### src/rtl/gpio_apb_ctrl_if.sv
// APB3 bus bundle between a fabric master and the gpio_apb_ctrl slave.
// An access commits when PSEL & PENABLE are high; PREADY is always 1, so every access phase lasts exactly one clock.
interface gpio_apb_ctrl_if;
   logic        PSEL;
   logic        PENABLE;
   logic        PWRITE;
   logic [4:0]  PADDR;
   logic [31:0] PWDATA;
   logic [31:0] PRDATA;
   logic        PREADY;
   logic        PSLVERR;

   modport master (output PSEL, PENABLE, PWRITE, PADDR, PWDATA,
                   input  PRDATA, PREADY, PSLVERR);
   modport slave  (input  PSEL, PENABLE, PWRITE, PADDR, PWDATA,
                   output PRDATA, PREADY, PSLVERR);
endinterface

### src/rtl/gpio_apb_ctrl.sv
// APB3 GPIO bank: registered outputs/enables, synchronised inputs, edge interrupts.
// Define GPIO_DEBOUNCE_EN to add the shared prescaler and the 3-sample input filter.
module gpio_apb_ctrl #(
   parameter int unsigned     NUM_GPIO   = 8,
   parameter int unsigned     DB_W       = 16,
   parameter logic [DB_W-1:0] DB_DEFAULT = 16'd999
) (
   input  logic                FAB_CCC_GL0,
   input  logic                FAB_RESET,
   gpio_apb_ctrl_if.slave      apb,
   input  logic [NUM_GPIO-1:0] GPIO_IN,
   output logic [NUM_GPIO-1:0] GPIO_OUT,
   output logic [NUM_GPIO-1:0] GPIO_OE,
   output logic                GPIO_IRQ
);
   typedef logic [NUM_GPIO-1:0] vec_t;

   vec_t            out_r, oe_r, irq_en_r, irq_stat_r, pol_r;
   vec_t            sync1, sync2, stable;
   logic [1:0]      sync_vld;
   logic            armed;
   logic            access, wr;
   logic [2:0]      idx;
   vec_t            wdata, w1c, stable_next, edge_set;
   logic            stable_upd;
   logic [DB_W-1:0] db_rd;
   logic [31:0]     rdata;
   logic            slverr;
   logic            unused_bits;

   assign access      = apb.PSEL & apb.PENABLE;
   assign wr          = access & apb.PWRITE;
   assign idx         = apb.PADDR[4:2];
   assign wdata       = apb.PWDATA[NUM_GPIO-1:0];
   assign w1c         = (wr && idx == 3'd4) ? wdata : '0;
   assign unused_bits = ^{apb.PADDR[1:0], apb.PWDATA};

`ifdef GPIO_DEBOUNCE_EN
   logic [DB_W-1:0] db_r, db_cnt;
   logic [1:0]      hist_fill;
   vec_t            hist0, hist1, agree;
   logic            cnt_wrap, sample;

   assign cnt_wrap    = (db_cnt == db_r);
   assign sample      = cnt_wrap & sync_vld[1];
   assign agree       = ~(sync2 ^ hist0) & ~(sync2 ^ hist1);
   assign stable_next = (stable & ~agree) | (sync2 & agree);
   // Only judge the filter once its history holds two real samples.
   assign stable_upd  = sample & hist_fill[1];
   assign db_rd       = db_r;

   always_ff @(posedge FAB_CCC_GL0) begin
      if (FAB_RESET) begin
         db_r      <= DB_DEFAULT;
         db_cnt    <= '0;
         hist0     <= '0;
         hist1     <= '0;
         hist_fill <= '0;
      end else begin
         if (wr && idx == 3'd6) begin
            db_r   <= apb.PWDATA[DB_W-1:0];
            db_cnt <= '0;
         end else if (cnt_wrap) begin
            db_cnt <= '0;
         end else begin
            db_cnt <= db_cnt + 1'b1;
         end
         if (sample) begin
            hist0     <= sync2;
            hist1     <= hist0;
            hist_fill <= {hist_fill[0], 1'b1};
         end
      end
   end
`else
   localparam logic [DB_W-1:0] DB_NONE = DB_DEFAULT ^ DB_DEFAULT;

   assign stable_next = sync2;
   assign stable_upd  = sync_vld[1];
   assign db_rd       = DB_NONE;
`endif

   // The first update after reset only loads stable, so a pad already high never looks like an edge.
   assign edge_set = (armed && stable_upd)
                     ? ((stable_next & ~stable & pol_r) | (~stable_next & stable & ~pol_r))
                     : '0;

   always_ff @(posedge FAB_CCC_GL0) begin
      if (FAB_RESET) begin
         out_r      <= '0;
         oe_r       <= '0;
         irq_en_r   <= '0;
         irq_stat_r <= '0;
         pol_r      <= '1;
         sync1      <= '0;
         sync2      <= '0;
         sync_vld   <= '0;
         stable     <= '0;
         armed      <= 1'b0;
      end else begin
         sync1    <= GPIO_IN;
         sync2    <= sync1;
         sync_vld <= {sync_vld[0], 1'b1};
         if (stable_upd) begin
            stable <= stable_next;
            armed  <= 1'b1;
         end
         // A hardware set on the same edge as a W1C keeps the bit set.
         irq_stat_r <= edge_set | (irq_stat_r & ~w1c);
         if (wr) begin
            case (idx)
               3'd0:    out_r    <= wdata;
               3'd1:    oe_r     <= wdata;
               3'd3:    irq_en_r <= wdata;
               3'd5:    pol_r    <= wdata;
               default: ;
            endcase
         end
      end
   end

   always_comb begin
      rdata  = '0;
      slverr = 1'b0;
      if (access) begin
         case (idx)
            3'd0:    rdata[NUM_GPIO-1:0] = out_r;
            3'd1:    rdata[NUM_GPIO-1:0] = oe_r;
            3'd2:    rdata[NUM_GPIO-1:0] = stable;
            3'd3:    rdata[NUM_GPIO-1:0] = irq_en_r;
            3'd4:    rdata[NUM_GPIO-1:0] = irq_stat_r;
            3'd5:    rdata[NUM_GPIO-1:0] = pol_r;
            3'd6:    rdata[DB_W-1:0]     = db_rd;
            default: slverr = 1'b1;
         endcase
      end
   end

   assign apb.PRDATA  = rdata;
   assign apb.PSLVERR = slverr;
   assign apb.PREADY  = 1'b1;
   assign GPIO_OUT    = out_r;
   assign GPIO_OE     = oe_r;
   assign GPIO_IRQ    = |(irq_stat_r & irq_en_r);
endmodule
### src/flat_wrapper.sv
// flat-port wrapper written by rule: the top's interface ports become plain ports
module gpio_apb_ctrl_flat 
#(
   parameter int unsigned     NUM_GPIO   = 8,
   parameter int unsigned     DB_W       = 16,
   parameter logic [DB_W-1:0] DB_DEFAULT = 16'd999
)
  (FAB_CCC_GL0, FAB_RESET, GPIO_IN, GPIO_OUT, GPIO_OE, GPIO_IRQ, apb_PSEL, apb_PENABLE, apb_PWRITE, apb_PADDR, apb_PWDATA, apb_PRDATA, apb_PREADY, apb_PSLVERR);
  gpio_apb_ctrl_if apb_i ();
  input  logic FAB_CCC_GL0;
  input  logic FAB_RESET;
  input  logic [NUM_GPIO-1:0] GPIO_IN;
  output logic [NUM_GPIO-1:0] GPIO_OUT;
  output logic [NUM_GPIO-1:0] GPIO_OE;
  output logic GPIO_IRQ;
  input wire logic [$bits(apb_i.PSEL)-1:0] apb_PSEL;
  input wire logic [$bits(apb_i.PENABLE)-1:0] apb_PENABLE;
  input wire logic [$bits(apb_i.PWRITE)-1:0] apb_PWRITE;
  input wire logic [$bits(apb_i.PADDR)-1:0] apb_PADDR;
  input wire logic [$bits(apb_i.PWDATA)-1:0] apb_PWDATA;
  output wire logic [$bits(apb_i.PRDATA)-1:0] apb_PRDATA;
  output wire logic [$bits(apb_i.PREADY)-1:0] apb_PREADY;
  output wire logic [$bits(apb_i.PSLVERR)-1:0] apb_PSLVERR;
  assign apb_i.PSEL = apb_PSEL;
  assign apb_i.PENABLE = apb_PENABLE;
  assign apb_i.PWRITE = apb_PWRITE;
  assign apb_i.PADDR = apb_PADDR;
  assign apb_i.PWDATA = apb_PWDATA;
  assign apb_PRDATA = apb_i.PRDATA;
  assign apb_PREADY = apb_i.PREADY;
  assign apb_PSLVERR = apb_i.PSLVERR;
  gpio_apb_ctrl #(.NUM_GPIO(NUM_GPIO), .DB_W(DB_W), .DB_DEFAULT(DB_DEFAULT)) u_core (.FAB_CCC_GL0(FAB_CCC_GL0), .FAB_RESET(FAB_RESET), .apb(apb_i), .GPIO_IN(GPIO_IN), .GPIO_OUT(GPIO_OUT), .GPIO_OE(GPIO_OE), .GPIO_IRQ(GPIO_IRQ));
endmodule
### config.mk
export PLATFORM = sky130hd
export DESIGN_NAME = gpio_apb_ctrl_flat
export DESIGN_NICKNAME = d
export VERILOG_FILES = /design/src/rtl/gpio_apb_ctrl_if.sv /design/src/rtl/gpio_apb_ctrl.sv /design/src/flat_wrapper.sv
export SDC_FILE = /design/constraint.sdc
export NUM_CORES = 1
export LEC_CHECK = 0
export CAP_MARGIN = 10
export CORE_MARGIN = 2
export CORE_UTILIZATION = 29
export DETAILED_ROUTE_END_ITERATION = 10
export PLACE_DENSITY = 0.63
export SLEW_MARGIN = 20
export SYNTH_ARGS = -nofsm -noshare
export SYNTH_HDL_FRONTEND = slang
export SYNTH_SLANG_ARGS = --single-unit
### constraint.sdc
create_clock -name FAB_CCC_GL0 -period 3.8 [get_ports FAB_CCC_GL0]
set_input_delay 0.76 -clock FAB_CCC_GL0 [delete_from_list [all_inputs] [get_ports FAB_CCC_GL0]]
set_output_delay 0.76 -clock FAB_CCC_GL0 [all_outputs]
set_load 0.01 [all_outputs]
==> summary.txt, run 1 <==
Outcome
  • Status: finished, final reports clean

Detailed routing
  • Initial drt markers: 227
  • Length of the first detailed-routing pass in iterations: 4
  • Wirelength per Cell: 16.3 um
  • Number of nets still failing antenna checks after routing: 0
  • Routed Wire Length: 8.68 mm
  • Via count: 2746
  • Routed via count divided by cell count: 5.16
  • Post-route DRC violation count: 0

Clock network
  • Clock-pin slew of the registers on the worst-case setup and hold paths: 60 ps
  • Clock H-tree levels: 3
  • Resize count post-CTS: 0
  • Post-CTS Setup Inserts: 0
  • Hold_buf cts: 0
  • TritonCTS buffer count: 9
  • Clock latency of the later-clocked register in the worst-skew pair: 340 ps
  • Buffer depth of the longest clock path: 2
  • Root Buffer: sky130_fd_sc_hd__clkbuf_8
  • TritonCTS clock tree: built
  • Number of clock sinks: 67

Yosys
  • Sequential element share of the synthesized area: 41.3%
  • Prevailing post-synth register cell: sky130_fd_sc_hd__dfxtp_1
  • Library cells used by synthesis: 45
  • Synthesis-stage register bit count: 67
  • Synthesized area: 3250 um2
  • Yosys warnings: 0
  • EDFF count, synth: 0
  • Fraction of post-synthesis cell area in the top cell type by area: 41.3%
  • Async set-or-reset flop fraction in the synthesized netlist: 0%
  • Leading post-synthesis cells by cell area: sky130_fd_sc_hd__dfxtp_1, sky130_fd_sc_hd__buf_4, sky130_fd_sc_hd__a21oi_1, sky130_fd_sc_hd__nand3_1, sky130_fd_sc_hd__o21ai_0
  • Synthesized area per cell: 9.34 um2
  • Cells after Synth: 348
  • Post-synthesis cell type with the largest combined area: sky130_fd_sc_hd__dfxtp_1

Global routing
  • Number of antenna violations at the first check in global routing: 0
  • All-layer global routing usage: 14.9%
  • First-pass GRT wire length: 13.6 mm
  • GRT overflow: 0
  • Pin count of the biggest net entering global routing: 34
  • Number of global-route vias before repair: 2586

Final layout
  • Most frequent cells in the layout: sky130_fd_sc_hd__dfxtp_1, sky130_fd_sc_hd__clkdlybuf4s50_1, sky130_fd_sc_hd__a21oi_1
  • Ant. Diodes: 0
  • Proportion of layout cells with a drive suffix above 1: 11.5%
  • Most common library cell in the layout ignoring fill and taps: sky130_fd_sc_hd__dfxtp_1
  • Area Overhead vs Synth: 20.3%
  • NumNets Final: 439
  • Final design utilization: 35.9%

Floorplan
  • I/O pins: 101
  • Row cnt: 38
  • Effective utilization at floorplan: 29.9%
  • Die area: 12100 um2
  • Die Y-Extent: 110 um
  • Total core area: 10900 um2
  • Die Width: 110 um

Setup path
  • Slowest stage delay, CP: 600 ps
  • Crit-path max FO: 10
  • Required time at the worst-slack endpoint: 3040 ps
  • Cell at the slowest stage of the critical path: sky130_fd_sc_hd__clkdlybuf4s50_1
  • Worst setup path category: in -> out
  • Element type at the critical path end: output pin
  • Number of buffers and inverters on the critical path: 2
  • CP Launch Type: input pin
  • Critical path's top delay family: buffers and inverters
  • Worst reg2reg path depth: 3
  • Arrival @ worst endpoint: 2820 ps
  • Cell depth of the worst setup path: 5
  • Crit path top cell by count: sky130_fd_sc_hd__clkdlybuf4s50_1
  • Chain of cells forming the critical path: clkdlybuf4s50_1 > and2b_1 > nand3_1 > o21ai_0 > clkdlybuf4s50_1

Timing
  • Final setup violating endpoints: 0
  • Final hold slack: 439 ps
  • Final-report hold violation count: 0
  • Relative slew margins: 53.4%
  • Worst setup skew after layout: 9.77 ps
  • Worst setup slack after layout: 225 ps
  • Fin crit share: 94.1%
  • Period minus WS final: 3580 ps
  • Highest clock frequency the design can meet: 0.280 GHz
  • Slew Limit Fails: 0
  • Fin Setup TNS: 0 ps
  • Slew at the pin closest to its max-slew limit: 700 ps
  • Setup repair after global routing missed its margin: no

Run
  • Number of max-capacitance violations reported: 0

Place
  • Port Buf Inserts: 49
  • Final estimated routing congestion in global placement: 0.853
  • Pre-CTS setup slack: 267 ps
  • DPL Wire Length: 6.27 mm

Min path
  • Worst Hold Class: reg -> reg
  • Hold Crit Depth: 1

Power
  • Pwr dens: 368 nW/um2
  • Leakage power of the design: 1.38 nW
  • Maximum ir drop on the vdd rail: 0.000216 V
## state kept, by name, indices dropped and copies added (netlist names)
signal              count
u_core.stable_next      8
u_core.irq_stat_r       8
u_core.pol_r            8
u_core.sync_vld         2
u_core.GPIO_OUT         8
u_core.irq_en_r         8
u_core.GPIO_OE          8
u_core.stable           8
u_core.sync1            8
u_core.armed            1
## layout make-up
cell class	count	area, um2
fill	1088	6980
multi-input combinational	253	1650
sequential	67	1340
timing repair buffer	56	551
tap	140	175
clock buffer	12	145
clock inverter	2	37.5
inverter	2	7.51
## logic make-up (layout without fill, tap and decap cells)
kind of cell / after synthesis / after routing / share of synthesized area (%)
AO/OA/AOI/OAI: 92 / 92 / 17.0
buffers and inverters: 51 / 72 / 10.5
flip-flops: 67 / 67 / 41.3
multiplexers: 24 / 24 / 9.74
other: 2 / 25 / 0.231
AND/OR/NAND/NOR: 112 / 112 / 21.2
## report_power, final
group	total (mW)	internal (mW)	switching (mW)
clock	0.569	0.314	0.255
sequential	0.728	0.717	0.0113
combinational	0.141	0.0591	0.0816
## layer usage
metal,global-route usage [%],vias up,routed length (um)
li1,-,1291,-
met1,18.7,1312,3790
met2,24.1,125,4190
met3,4.09,18,510
met4,5.79,0,187
met5,0,-,0
## cell usage after synthesis (all sizes together) (3+ instances only)
cell type / instances
a211o: 8
a21oi: 38
a22oi: 5
a31o: 8
a32oi: 3
and3: 9
buf: 36
clkbuf: 13
dfxtp: 67
mux2: 9
mux2i: 11
mux4: 4
nand2: 7
nand3: 33
nand3b: 9
nor2: 11
nor2b: 19
nor4b: 3
o21ai: 27
or3b: 8
## worst register-to-register path: cells and delay by family, from the launching register on
kind / cells / cell delay, ps
compound gates: 2 / 410
flops: 1 / 690
simple gates: 1 / 410
## final timing paths
kind / start / to / slack [ps]
max: apb_PADDR[4] / apb_PRDATA[3] / 220
max reg2reg: u_core.sync_vld[1] / u_core.irq_stat_r[1] / 2240
min: u_core.sync1[0] / u_core.stable_next[0] / 440
min reg2reg: u_core.sync1[0] / u_core.stable_next[0] / 440
## through the flow
| stage | total power [mW] | area (um2) | std cells |
|---|---|---|---|
| floorplan | 0.842 | 3340 | 371 |
| global placement | 0.880 | 3730 | 518 |
| detailed placement | 0.883 | 3730 | 518 |
| CTS | 1.45 | 3910 | 532 |
| global route | 1.49 | 3910 | 532 |
| finish | 1.44 | 3910 | 532 |
Note: power is estimated with default switching activity, not from simulation.
==> inputs of run 2 (changes only) <==
--- a/config.mk
+++ b/config.mk
@@ -6,7 +6,7 @@
 export NUM_CORES = 1
 export LEC_CHECK = 0
 export CAP_MARGIN = 10
-export CORE_MARGIN = 2
+export CORE_MARGIN = 1.5
 export CORE_UTILIZATION = 29
 export DETAILED_ROUTE_END_ITERATION = 10
 export PLACE_DENSITY = 0.63
==> run 2 against run 1 <==
Via count rose by 0.18%. Worst setup slack lost 67 ps. Critical path depth is the same. Largest power group unchanged. First-iteration DRC count is 8.8% lower. Global-route usage down 0.41 points. Sequential cell count is the same.
==> summary.txt, run 2 (synthesized netlist as in run 1, its figures left out) <==
Setup path
  • Chain of cells forming the critical path: clkdlybuf4s50_1 > and2b_1 > nand3_1 > o21ai_0 > clkdlybuf4s50_1
  • Required time at the worst-slack endpoint: 3040 ps
  • Crit-path max FO: 11
  • Slowest stage delay, CP: 730 ps
  • Critical path's top delay family: buffers and inverters
  • Element type at the critical path end: output pin
  • Worst setup slack for register-to-register paths: 2260 ps
  • Arrival @ worst endpoint: 2880 ps
  • Crit path top cell by count: sky130_fd_sc_hd__clkdlybuf4s50_1
  • Worst setup path category: in -> out
  • Cell at the slowest stage of the critical path: sky130_fd_sc_hd__clkdlybuf4s50_1
  • Number of buffers and inverters on the critical path: 2
  • CP Launch Type: input pin

Final layout
  • Final design utilization: 36.5%
  • Ant. Diodes: 0
  • Proportion of layout cells with a drive suffix above 1: 12.2%
  • NumNets Final: 439
  • Most common library cell in the layout ignoring fill and taps: sky130_fd_sc_hd__dfxtp_1
  • Filler instances: 1070
  • Area Overhead vs Synth: 22.1%
  • Most frequent cells in the layout: sky130_fd_sc_hd__dfxtp_1, sky130_fd_sc_hd__clkdlybuf4s50_1, sky130_fd_sc_hd__a21oi_1
  • Total non-filler cell area in the finished layout: 3970 um2

Clock network
  • TritonCTS buffer count: 9
  • Resize count post-CTS: 0
  • Buffer depth of the longest clock path: 2
  • Clock-pin slew of the registers on the worst-case setup and hold paths: 70 ps
  • Post-CTS Setup Inserts: 0
  • TritonCTS clock tree: built
  • Number of clock sinks: 67
  • Root Buffer: sky130_fd_sc_hd__clkbuf_8
  • Clock H-tree levels: 3
  • Clock latency of the later-clocked register in the worst-skew pair: 340 ps
  • Hold_buf cts: 0

Timing
  • Fin crit share: 95.8%
  • Relative slew margins: 54.0%
  • Highest clock frequency the design can meet: 0.275 GHz
  • Period minus WS final: 3640 ps
  • Slew Limit Fails: 0
  • Final-report hold violation count: 0
  • Slew at the pin closest to its max-slew limit: 691 ps
  • Setup repair after global routing missed its margin: no
  • Worst setup skew after layout: 5.43 ps
  • Final setup violating endpoints: 0
  • Fin Setup TNS: 0 ps

Place
  • Port Buf Inserts: 49
  • Final estimated routing congestion in global placement: 0.845
  • DPL Wire Length: 6.14 mm
  • Standard cell area after detailed placement: 3730 um2

Detailed routing
  • Length of the first detailed-routing pass in iterations: 5
  • Number of nets still failing antenna checks after routing: 0
  • Initial drt markers: 207
  • Wirelength per Cell: 15.9 um
  • Post-route DRC violation count: 0
  • Via count: 2751
  • Routed Wire Length: 8.51 mm
  • Routed via count divided by cell count: 5.15

Global routing
  • All-layer global routing usage: 14.5%
  • GRT overflow: 0
  • First-pass GRT wire length: 12.9 mm
  • Number of antenna violations at the first check in global routing: 0
  • Pin count of the biggest net entering global routing: 43
  • Number of global-route vias before repair: 2469

Min path
  • Worst Hold Class: reg -> reg

Floorplan
  • Effective utilization at floorplan: 29.9%
  • Total core area: 10900 um2
  • Die Y-Extent: 109 um
  • I/O pins: 101
  • Die area: 11900 um2
  • Die Width: 109 um
  • Row cnt: 38

Run
  • Number of max-capacitance violations reported: 0

Outcome
  • Status: finished, final reports clean

Power
  • Pwr dens: 399 nW/um2
  • Leakage power of the design: 1.41 nW
  • Maximum ir drop on the vdd rail: 0.000155 V
  • Power after layout: 1.58 mW
[run 2: changes by cell type in the layout (fill, tap and decap cells not counted), sizes merged]
cell      change
clkinv        +1
clkinvlp      +1
clkbuf        -2
bufinv        +2
[run 2: power breakdown]
group	switching (mW)	internal, mW	total, mW	leakage (nW)
Clock	0.279	0.437	0.716	0.113
Combinational	0.0806	0.0591	0.140	0.750
Sequential	0.0111	0.717	0.728	0.545
Total	0.370	1.21	1.58	1.41
[run 2: layer usage]
metal | vias to the layer above | global-route usage (%) | wire length [um]
met5 | - | 0 | 0
met4 | 0 | 6.02 | 126
met3 | 12 | 4.78 | 680
met2 | 104 | 23.4 | 4130
met1 | 1337 | 17.6 | 3570
li1 | 1298 | - | -
[run 2: stage by stage]
| stage | hold WS [ps] | setup slack (ps) | instances |
|---|---|---|---|
| 3_5_place_dp | 425 | 177 | 518 |
| 2_1_floorplan | 414 | 1350 | 371 |
| 5_1_grt | 448 | 61.4 | 534 |
| 3_3_place_gp | 419 | 190 | 518 |
| 6_report | 437 | 158 | 534 |
| 4_1_cts | 443 | 190 | 534 |
[run 2: cell type report]
cell class | count | area [um2] | area share [%]
Clock buffer | 10 | 128 | 3.22
Clock inverter | 6 | 114 | 2.87
Inverter | 2 | 7.51 | 0.189
Multi-Input combinational cell | 253 | 1650 | 41.6
Sequential cell | 67 | 1340 | 33.8
Tap cell | 140 | 175 | 4.41
Timing Repair Buffer | 56 | 551 | 13.9
[run 2: worst paths after layout]
path / from / to / cells after the start
setup / recovery: apb_PADDR[3] / apb_PRDATA[3] / 5
hold reg to reg: u_core.sync1[1] / u_core.stable_next[1] / 1
hold / removal: u_core.sync1[1] / u_core.stable_next[1] / 1
setup reg to reg: u_core.sync_vld[1] / u_core.irq_stat_r[5] / 3
==> inputs of run 3 (changes only) <==
--- a/config.mk
+++ b/config.mk
@@ -8,6 +8,7 @@
 export CAP_MARGIN = 10
 export CORE_MARGIN = 1.5
 export CORE_UTILIZATION = 29
+export CTS_CLUSTER_SIZE = 20
 export DETAILED_ROUTE_END_ITERATION = 10
 export PLACE_DENSITY = 0.63
 export SLEW_MARGIN = 20
==> constraint.sdc (replaced) <==
create_clock -name FAB_CCC_GL0 -period 3.6 [get_ports FAB_CCC_GL0]
set_input_delay 0.72 -clock FAB_CCC_GL0 [delete_from_list [all_inputs] [get_ports FAB_CCC_GL0]]
set_output_delay 0.72 -clock FAB_CCC_GL0 [all_outputs]
set_load 0.01 [all_outputs]
==> run 3 against run 2 <==
Clock skew decreased by 2.7 ps. Largest cell class unchanged. Combinational power up 7%. Hold slack barely moved.
==> summary.txt, run 3 (synthesized netlist as in run 1, its figures left out) <==
Outcome
  • Status: finished, final reports clean

Run
  • Number of max-capacitance violations reported: 0

Place
  • Port Buf Inserts: 49
  • Final estimated routing congestion in global placement: 0.841
  • Placed Cells incl. Taps: 520
  • DPL Wire Length: 6.16 mm

Detailed routing
  • Wirelength per Cell: 16.1 um
  • Length of the first detailed-routing pass in iterations: 7
  • Routed via count divided by cell count: 5.18
  • Post-route DRC violation count: 0
  • Initial drt markers: 186
  • Number of nets still failing antenna checks after routing: 0
  • Routed Wire Length: 8.64 mm
  • Via count: 2777

Global routing
  • Number of antenna violations at the first check in global routing: 0
  • GRT overflow: 0
  • All-layer global routing usage: 14.8%
  • Number of global-route vias before repair: 2510
  • First-pass GRT wire length: 13.3 mm
  • Pin count of the biggest net entering global routing: 44

Power
  • Maximum ir drop on the vdd rail: 0.000191 V
  • Leakage power of the design: 1.43 nW
  • Sw power: 384 uW
  • Clock Power Share: 45.4%
  • Sequential share of power: 45.7%
  • Comb pwr share: 8.9%
  • Internal power summed over all cells: 1.30 mW
  • Pwr dens: 422 nW/um2
  • Power after layout: 1.68 mW
  • Fraction of power spent switching nets: 22.8%

Final layout
  • Non-filler cells, final: 536
  • Most common library cell in the layout ignoring fill and taps: sky130_fd_sc_hd__dfxtp_1
  • Most frequent cells in the layout: sky130_fd_sc_hd__dfxtp_1, sky130_fd_sc_hd__clkdlybuf4s50_1, sky130_fd_sc_hd__a21oi_1
  • Ant. Diodes: 0
  • Area Overhead vs Synth: 22.6%
  • Proportion of layout cells with a drive suffix above 1: 12.6%
  • NumNets Final: 441

Setup path
  • Element type at the critical path end: output pin
  • Required time at the worst-slack endpoint: 2880 ps
  • Crit-path max FO: 8
  • CP Launch Type: input pin
  • Worst setup slack for register-to-register paths: 2080 ps
  • Arrival @ worst endpoint: 2830 ps
  • Worst setup path category: in -> out

Floorplan
  • Die Width: 109 um
  • Row cnt: 38
  • I/O pins: 101
  • Effective utilization at floorplan: 29.9%
  • Die Y-Extent: 109 um
  • Total core area: 10900 um2
  • Die area: 11900 um2

Clock network
  • Resize count post-CTS: 0
  • Clock latency of the later-clocked register in the worst-skew pair: 340 ps
  • Clock-pin slew of the registers on the worst-case setup and hold paths: 70 ps
  • TritonCTS clock tree: built
  • Post-CTS Setup Inserts: 0
  • Root Buffer: sky130_fd_sc_hd__clkbuf_8
  • Number of clock sinks: 67
  • Hold_buf cts: 0
  • TritonCTS buffer count: 9
  • Clock H-tree levels: 3
  • Buffer depth of the longest clock path: 2

Timing
  • Final setup violating endpoints: 0
  • Worst setup skew after layout: 2.77 ps
  • Setup repair after global routing missed its margin: no
  • Highest clock frequency the design can meet: 0.281 GHz
  • Fin crit share: 98.7%
  • Slew Limit Fails: 0
  • Fin Setup TNS: 0 ps
  • Period minus WS final: 3550 ps
  • Final-report hold violation count: 0
  • Relative slew margins: 49.5%
  • Slew at the pin closest to its max-slew limit: 757 ps
  • Final hold slack: 436 ps

Min path
  • Worst Hold Class: reg -> reg
## run 3: cell types whose count changed in the layout (fill, tap and decap cells not counted), sizes merged
cell      previous run  this run
buf                  8        10
clkinv               2         3
clkinvlp             2         0
clkbuf              10        11
## run 3: per-layer routing
layer,wire [um],track usage [%],up-vias
met2,4170,23.7,119
met5,0,0,-
li1,-,-,1302
met3,573,4.48,19
met4,174,5.64,0
met1,3720,18.6,1337
## run 3: cell type report
class	instances	area, um2
clock buffers	11	141
clock inverters	5	100
fillers	1118	6900
inverters	2	7.51
multi-input cells	253	1650
flip-flops and latches	67	1340
well taps	140	175
repair buffers	58	566
## run 3: worst max-delay path, stage by stage
cell and delay [ps]:
sky130_fd_sc_hd__clkdlybuf4s50_1 560, sky130_fd_sc_hd__buf_4 240, sky130_fd_sc_hd__and2b_1 320, sky130_fd_sc_hd__a32oi_1 150, sky130_fd_sc_hd__a21oi_1 260, sky130_fd_sc_hd__clkdlybuf4s50_1 580
## run 3: final timing paths
check,cells after the start,to,startpoint
max,6,apb_PRDATA[6],apb_PADDR[3]
min,1,u_core.stable_next[1],u_core.sync1[1]
max reg2reg,3,u_core.irq_stat_r[3],u_core.sync_vld[1]
min reg2reg,1,u_core.stable_next[1],u_core.sync1[1]
## run 3: power groups by stage
stage          Clock (mW)  Sequential (mW)  Combinational [mW]
2_1_floorplan           0            0.780               0.109
3_3_place_gp            0            0.785               0.146
3_5_place_dp            0            0.785               0.148
4_1_cts             0.773            0.768               0.149
5_1_grt             0.798            0.770               0.161
6_report            0.762            0.768               0.150
## run 3: through the flow
step / area [um2] / util (%) / worst slack (ps)
final: 3980 / 36.6 / 46.3
after global routing: 3980 / 36.6 / 20.2
after CTS: 3980 / 36.6 / 122
after detailed placement: 3740 / 34.4 / 137
after global placement: 3740 / 34.4 / 142
after floorplan: 3340 / - / 1230
==> RTL edit (config.mk and constraints of run 3) <==
Build with the macro `GPIO_DEBOUNCE_EN` defined.
--- a/src/rtl/gpio_apb_ctrl.sv
+++ b/src/rtl/gpio_apb_ctrl.sv
@@ -1,4 +1,6 @@
 // APB3 GPIO bank: registered outputs/enables, synchronised inputs, edge interrupts.
 // Define GPIO_DEBOUNCE_EN to add the shared prescaler and the 3-sample input filter.
+`define GPIO_DEBOUNCE_EN
+
 module gpio_apb_ctrl #(
    parameter int unsigned     NUM_GPIO   = 8,
Formal check against the unedited RTL: not equivalent (Yosys sat finds a counterexample within 4 cycles, from zero or initial values and one cycle with FAB_RESET high).
==> RTL edit against run 3 <==
Setup slack improved by 0.099 ns. Sequential power up 73%. Fmax grew 2.9%. Cell area increased by 76%. Total power increased by 90%. Sequential cell count is 50 higher. Largest power group is now the clock network. Routed wire length grew 67%. Highest routed layer unchanged. Area after synthesis grew 72%.
==> RTL edit: results (changes against run 3) <==
[outcome]
outcome = finished, final reports clean

[synth]
ys_types = 51  ; +13%
yosys-top-cells-count = dfxtp_1 (117), nand2_1 (76), nor2_1 (64)
ys_seq_area_share_pct = 42.0  ; +0.73 points
ys_top_cells_by_area = dfxtp_1 (42%), mux2i_1 (8.1%), nand2_1 (5.1%)
synth_xor_area_share_pct = 4.71  ; +4.7 points

[clock_tree]
numCtsBuffers = 17  ; +8
cts_root_buf = clkbuf_16
htreeDepth = 4  ; +1

[finish]
fillers = 1910  ; +71%

[worst_setup_path]
crit_path_start = apb_PADDR[2]
endpoint = apb_PRDATA[7]
arrival_ns = 2.73  ; -0.10 ns
reg2reg_from = u_core.db_cnt[5]
worst-r2r-cell-count = 6  ; +3
r2r_end = u_core.stable[5]
regToRegSetupSlack_ns = 1.36  ; -0.72 ns
crit_fanout = 18  ; +10

[placement]
place_ws_ns = 0.0974  ; -0.0400 ns
placed_cell_area_um2 = 6430  ; +72%
placedCellCount = 908  ; +75%

[power_and_ir_drop]
clockPowerShare_pct = 52.7  ; +7.3 points
swShare_pct = 23.9  ; +1.1 points
p_comb_w = 0.000187  ; +25%
p_leak_nw = 2.48  ; +74%

[global_route]
grt.total_usage_pct = 14.9  ; +0.14 points
grt_pass1_wl_um = 23100  ; +74%
grt_max_degree = 84  ; +91%

[min_path]
worstHoldStart = u_core.sync_vld[0]
hold_end = u_core.sync_vld[1]

[detailed_routing]
dr.pass1.iters = 5  ; -2
vias_per_cell = 4.91  ; -5.2%
drt_wl_total_um = 14400  ; +67%

RTL edit: area by class of cell:
| class | count | area (um^2) | area share [%] |
|---|---|---|---|
| Sequential cell | 117 | 2340 | 33.4 |
| Clock inverter | 14 | 149 | 2.12 |
| Timing Repair Buffer | 85 | 827 | 11.8 |
| Inverter | 6 | 22.5 | 0.321 |
| Multi-Input combinational cell | 466 | 2950 | 42.0 |
| Clock buffer | 18 | 439 | 6.25 |
| Tap cell | 234 | 293 | 4.17 |
RTL edit: per-layer routing:
metal / part of all wire, % / wire (um) / GRT usage (%) / vias up
met5: 0 / 0 / 0 / -
met4: 1.8 / 256 / 6.19 / 0
met3: 4.5 / 655 / 3.88 / 18
met2: 45 / 6450 / 22.4 / 113
met1: 49 / 7080 / 20.3 / 2181
li1: - / - / - / 2306
RTL edit: critical path: stages:
cell	delay (ns)
clkdlybuf4s50_1	0.50
buf_12	0.16
buf_6	0.16
mux4_2	0.49
mux2i_1	0.14
nor2_1	0.07
clkdlybuf4s50_1	0.48
